$ cat src/rtl/lc3b_types.sv
// Shared pipeline types: elastic stage-buffer states and the MEM/WB payload width.
package lc3b_types;

    typedef enum logic [1:0] {
        PB_EMPTY = 2'd0,
        PB_FULL  = 2'd1,
        PB_SKID  = 2'd2
    } pipe_buf_state_t;

    localparam int PIPE_MEM_WB_W = 115;

endpackage

$ cat src/rtl/register.sv
// Plain load-enabled data register; contents are deliberately not reset.
module register #(
    parameter int width = 16
) (
    input  logic             clk,
    input  logic             load,
    input  logic [width-1:0] in,
    output logic [width-1:0] out
);

    logic [width-1:0] data_reg;

    always_ff @(posedge clk) begin
        if (load) begin
            data_reg <= in;
        end
    end

    assign out = data_reg;

endmodule

$ cat src/rtl/pipe_stage_buf.sv
// Elastic pipeline stage: 2-entry skid buffer with registered in_ready and synchronous flush.
// Optional stall counter enabled by defining PIPE_STAGE_STALL_CNT_EN.
module pipe_stage_buf
    import lc3b_types::*;
#(
    parameter int WIDTH       = PIPE_MEM_WB_W,
    parameter int STALL_CNT_W = 16
) (
    input  logic                   clk,
    input  logic                   reset_n,
    input  logic                   flush,
    input  logic                   in_valid,
    output logic                   in_ready,
    input  logic [WIDTH-1:0]       in_data,
    output logic                   out_valid,
    input  logic                   out_ready,
    output logic [WIDTH-1:0]       out_data,
`ifdef PIPE_STAGE_STALL_CNT_EN
    output logic [STALL_CNT_W-1:0] stall_count,
`endif
    output logic [1:0]             occupancy
);

    pipe_buf_state_t state_reg;
    pipe_buf_state_t state_next;

    logic             load_main;
    logic             load_skid;
    logic             main_from_skid;
    logic [WIDTH-1:0] main_in;
    logic [WIDTH-1:0] main_q;
    logic [WIDTH-1:0] skid_q;

    always_ff @(posedge clk) begin
        if (!reset_n) begin
            state_reg <= PB_EMPTY;
        end else begin
            state_reg <= state_next;
        end
    end

    // Data loads are harmless during flush: the state alone marks entries as dead.
    always_comb begin
        state_next     = state_reg;
        load_main      = 1'b0;
        load_skid      = 1'b0;
        main_from_skid = 1'b0;
        case (state_reg)
            PB_EMPTY: begin
                if (in_valid) begin
                    load_main  = 1'b1;
                    state_next = PB_FULL;
                end
            end
            PB_FULL: begin
                if (out_ready && in_valid) begin
                    load_main = 1'b1;
                end else if (out_ready) begin
                    state_next = PB_EMPTY;
                end else if (in_valid) begin
                    load_skid  = 1'b1;
                    state_next = PB_SKID;
                end
            end
            PB_SKID: begin
                if (out_ready) begin
                    load_main      = 1'b1;
                    main_from_skid = 1'b1;
                    state_next     = PB_FULL;
                end
            end
            default: state_next = PB_EMPTY;
        endcase
        if (flush) begin
            state_next = PB_EMPTY;
        end
    end

    assign main_in = main_from_skid ? skid_q : in_data;

    register #(.width(WIDTH)) u_main (
        .clk  (clk),
        .load (load_main),
        .in   (main_in),
        .out  (main_q)
    );

    register #(.width(WIDTH)) u_skid (
        .clk  (clk),
        .load (load_skid),
        .in   (in_data),
        .out  (skid_q)
    );

    assign out_valid = (state_reg != PB_EMPTY);
    assign in_ready  = (state_reg != PB_SKID);
    assign out_data  = main_q;

    always_comb begin
        case (state_reg)
            PB_FULL: occupancy = 2'd1;
            PB_SKID: occupancy = 2'd2;
            default: occupancy = 2'd0;
        endcase
    end

`ifdef PIPE_STAGE_STALL_CNT_EN
    logic [STALL_CNT_W-1:0] stall_count_reg;

    // Saturating; flush intentionally leaves it alone.
    always_ff @(posedge clk) begin
        if (!reset_n) begin
            stall_count_reg <= '0;
        end else if (out_valid && !out_ready && (stall_count_reg != {STALL_CNT_W{1'b1}})) begin
            stall_count_reg <= stall_count_reg + 1'b1;
        end
    end

    assign stall_count = stall_count_reg;
`endif

endmodule

$ cat config.mk
export PLATFORM = sky130hd
export DESIGN_NAME = pipe_stage_buf
export DESIGN_NICKNAME = d
export VERILOG_FILES = /design/src/rtl/lc3b_types.sv /design/src/rtl/register.sv /design/src/rtl/pipe_stage_buf.sv
export SDC_FILE = /design/constraint.sdc
export NUM_CORES = 1
export LEC_CHECK = 0
export CAP_MARGIN = 20
export CORE_MARGIN = 2
export CORE_UTILIZATION = 43
export DETAILED_ROUTE_END_ITERATION = 10
export PLACE_DENSITY = 0.76
export SKIP_CTS_REPAIR_TIMING = 1
export SYNTH_ARGS = -nofsm -noshare
export SYNTH_HDL_FRONTEND = slang
export SYNTH_SLANG_ARGS = --single-unit
$ cat constraint.sdc
create_clock -name clk -period 5.9 [get_ports clk]
set_clock_uncertainty 0.1 [all_clocks]
set_input_delay 0.59 -clock clk [delete_from_list [all_inputs] [get_ports clk]]
set_output_delay 0.59 -clock clk [all_outputs]
set_load 0.05 [all_outputs]
==> flow_summary_export.csv <==
group,metric,value,unit
outcome,run_status,"complete, no violations",
hold_path,hold_path_end,"u_main.out[7]$_DFFE_PP_",
clock_network,worst_skew_pair.late_latency,0.51,ns
route,routed_wl,17600,um
worst_setup_path,r2r_setup_slack,2.92,ns
floorplanning,ioPinCount,239,
logic_synthesis,synthDistinctLibCells,18,
worst_setup_path,start_kind,"input port",
clock_network,cts_made_buffers,24,
worst_setup_path,critPathArrivalTime,3.24,ns
logic_synthesis,syn_area_per_cell,22.8,sq um
clock_network,cts.sinks,232,
route,ant_nets,0,
timing,finalCritPeriodShare,0.538,
timing,rsz0062_at_grt,"false",
placement,post-dp-hpwl,11300,um
worst_setup_path,max_stage_delay,0.91,ns
timing,fmax,315,MHz
worst_setup_path,worstRegToRegCells,4,
worst_setup_path,cp_max_fo,117,
route,drc,0,
global_route,grt_pass1_wl,26300,um
logic_synthesis,synth.area.top_cells,"edfxtp_1 (81%), mux2_2 (11%), mux2_4 (4.9%)",
placement,routabilityCongestion,0.747,
clock_network,clk_pin_slew_worst_paths,0.06,ns
power,ir_worst_vdd,0.227,mV
layout,drive_above_1_share,0.247,
clock_network,clk_path_buf_depth,3,
logic_synthesis,synth_fp_nets,493,
worst_setup_path,r2r_end,"u_main.out[68]$_DFFE_PP_",
timing,tightest_slew,1.03,ns
global_route,grt_pass1_vias,4768,
worst_setup_path,worstPathRequired,5.97,ns
timing,setup_viol,0,
power,power.leakage,4.18,nW
layout,multiInputGateArea,1510,sq um
layout,syn2layout_area_growth,40.5,%
timing,slew_viol_final,0,
worst_setup_path,endpoint_kind,"register",
worst_setup_path,path_class,"in -> reg",
layout,final-seq-area,6950,sq um
floorplanning,num_rows,51,
floorplanning,start_util,0.438,
global_route,antenna_found_initial,0,
placement,dpl_cell_area,11200,sq um
route,vias,4409,
logic_synthesis,syn_inst,373,
floorplanning,die_w,145,um
global_route,grt_max_degree,118,
timing,fin_crit,3.17,ns
layout,finalNetCount,748,
layout,design_area,12000,sq um
layout,antennaDiodeCount,0,
layout,fillers,1374,
floorplanning,core-area,19500,sq um
hold_path,min_path_type,"reg -> reg",
worst_setup_path,crit_path_top_delay_cell,"nand2_4",
placement,io_buffers,238,
clock_network,htree_levels,1,
route,wl_per_cell,19.4,um
route,drt_iter0_markers,213,
layout,final_common_cell,"clkdlybuf4s50_1",
power,power.density,318,nW/um^2
logic_synthesis,seq_area_frac_synth,0.815,
hold_path,hold-path-cell-count,1,
clock_network,ctsRootBufferMaster,"clkbuf_16",
clock_network,tritoncts,"done",
global_route,grt_use_total,0.162,
timing,setup_tns,0,ns
floorplanning,die_h,145,um
hold_path,min-delay-start,"u_skid.out[7]$_DFFE_PP_",
logic_synthesis,synth_top_area_frac,0.811,
run,maxCapViolCount,0,
route,firstDrtPassIters,4,
route,vias_per_cell,4.85,
timing,finalHoldViolations,0,
floorplanning,die-area,21000,sq um
logic_synthesis,synth_largest_area_cell,"edfxtp_1",
worst_setup_path,r2r-start,"state_reg[0]$_SDFFE_PP0P_",
layout,final_cell_mix,"clkdlybuf4s50_1 (238), edfxtp_1 (230), mux2_2 (87)",
timing,slew_headroom,0.313,
worst_setup_path,worstPathCellList,"clkdlybuf4s50_1 -> nand2_8 -> nand2_4 -> buf_12",
logic_synthesis,ys_seq_elements,232,
logic_synthesis,ys.warnings.count,0,
logic_synthesis,synthesis.area,8520,sq um
global_route,grt_overflow,0,
metrics by stage:
stage               worst slack (ns)   util  total power, W  hold slack, ns  std cells
global placement                2.22  0.576         0.00237           0.430        867
CTS                             2.64  0.615         0.00384           0.444        910
global route                    2.58  0.615         0.00392           0.459        910
finish                          2.73  0.615         0.00381           0.447        910
floorplan                       1.07      -         0.00218           0.425        373
detailed placement              2.11  0.576         0.00238           0.434        867
cells in the mapped netlist (all sizes together):
cell type / number
edfxtp: 230
a31oi: 1
dfxtp: 2
nand2b: 2
nor2b: 1
nand2: 3
mux2: 115
nor2: 1
or3: 1
or2: 1
inv: 1
and2b: 1
a211oi: 1
nand3b: 1
buf: 12
kinds of logic after synthesis:
kind of cell | after synthesis | share of synthesized area
DFF | 232 | 0.815
muxes | 115 | 0.164
buffers and inverters | 13 | 0.0104
and+or+nand+nor | 11 | 0.00837
AOI/OAI and AO/OA | 2 | 0.00162
critical path, delay by kind of cell:
| kind | cells | cell delay [ns] |
|---|---|---|
| buf+inv | 2 | 1.07 |
| simple gates | 2 | 1.52 |
metal layers:
layer | wire length [um] | vias up | global-route usage
met5 | 0 | - | 0
met4 | 370 | 0 | 0.0496
met3 | 1580 | 30 | 0.0533
met2 | 8340 | 193 | 0.263
met1 | 7350 | 2181 | 0.209
li1 | - | 2005 | -
report_power, final:
group | leakage [nW] | internal, W | switching [W]
logic | 1.63 | 0.000185 | 0.000257
clock network | 0.375 | 0.000854 | 0.000605
registers | 2.17 | 0.00188 | 0.0000193
total | 4.18 | 0.00292 | 0.000882
worst max-delay path by stage:
stage	endpoint	from	cells after the start	slack (ns)
after global placement	u_main.out[24]$_DFFE_PP_	out_ready	4	2.22
after CTS	u_main.out[68]$_DFFE_PP_	out_ready	4	2.64
after global routing	u_main.out[68]$_DFFE_PP_	out_ready	4	2.58
after floorplan	u_skid.out[0]$_DFFE_PP_	state_reg[0]$_SDFFE_PP0P_	3	1.07
after detailed placement	u_main.out[85]$_DFFE_PP_	out_ready	4	2.11
final	u_main.out[68]$_DFFE_PP_	out_ready	4	2.73
cell type report:
cell class,count,share of cell area
inverters,1,0.000314
multi-input cells,128,0.126
flip-flops and latches,232,0.580
well taps,265,0.0277
repair buffers,241,0.202
clock inverters,17,0.0111
clock buffers,26,0.0526
Power figures use the tool's default switching activity.
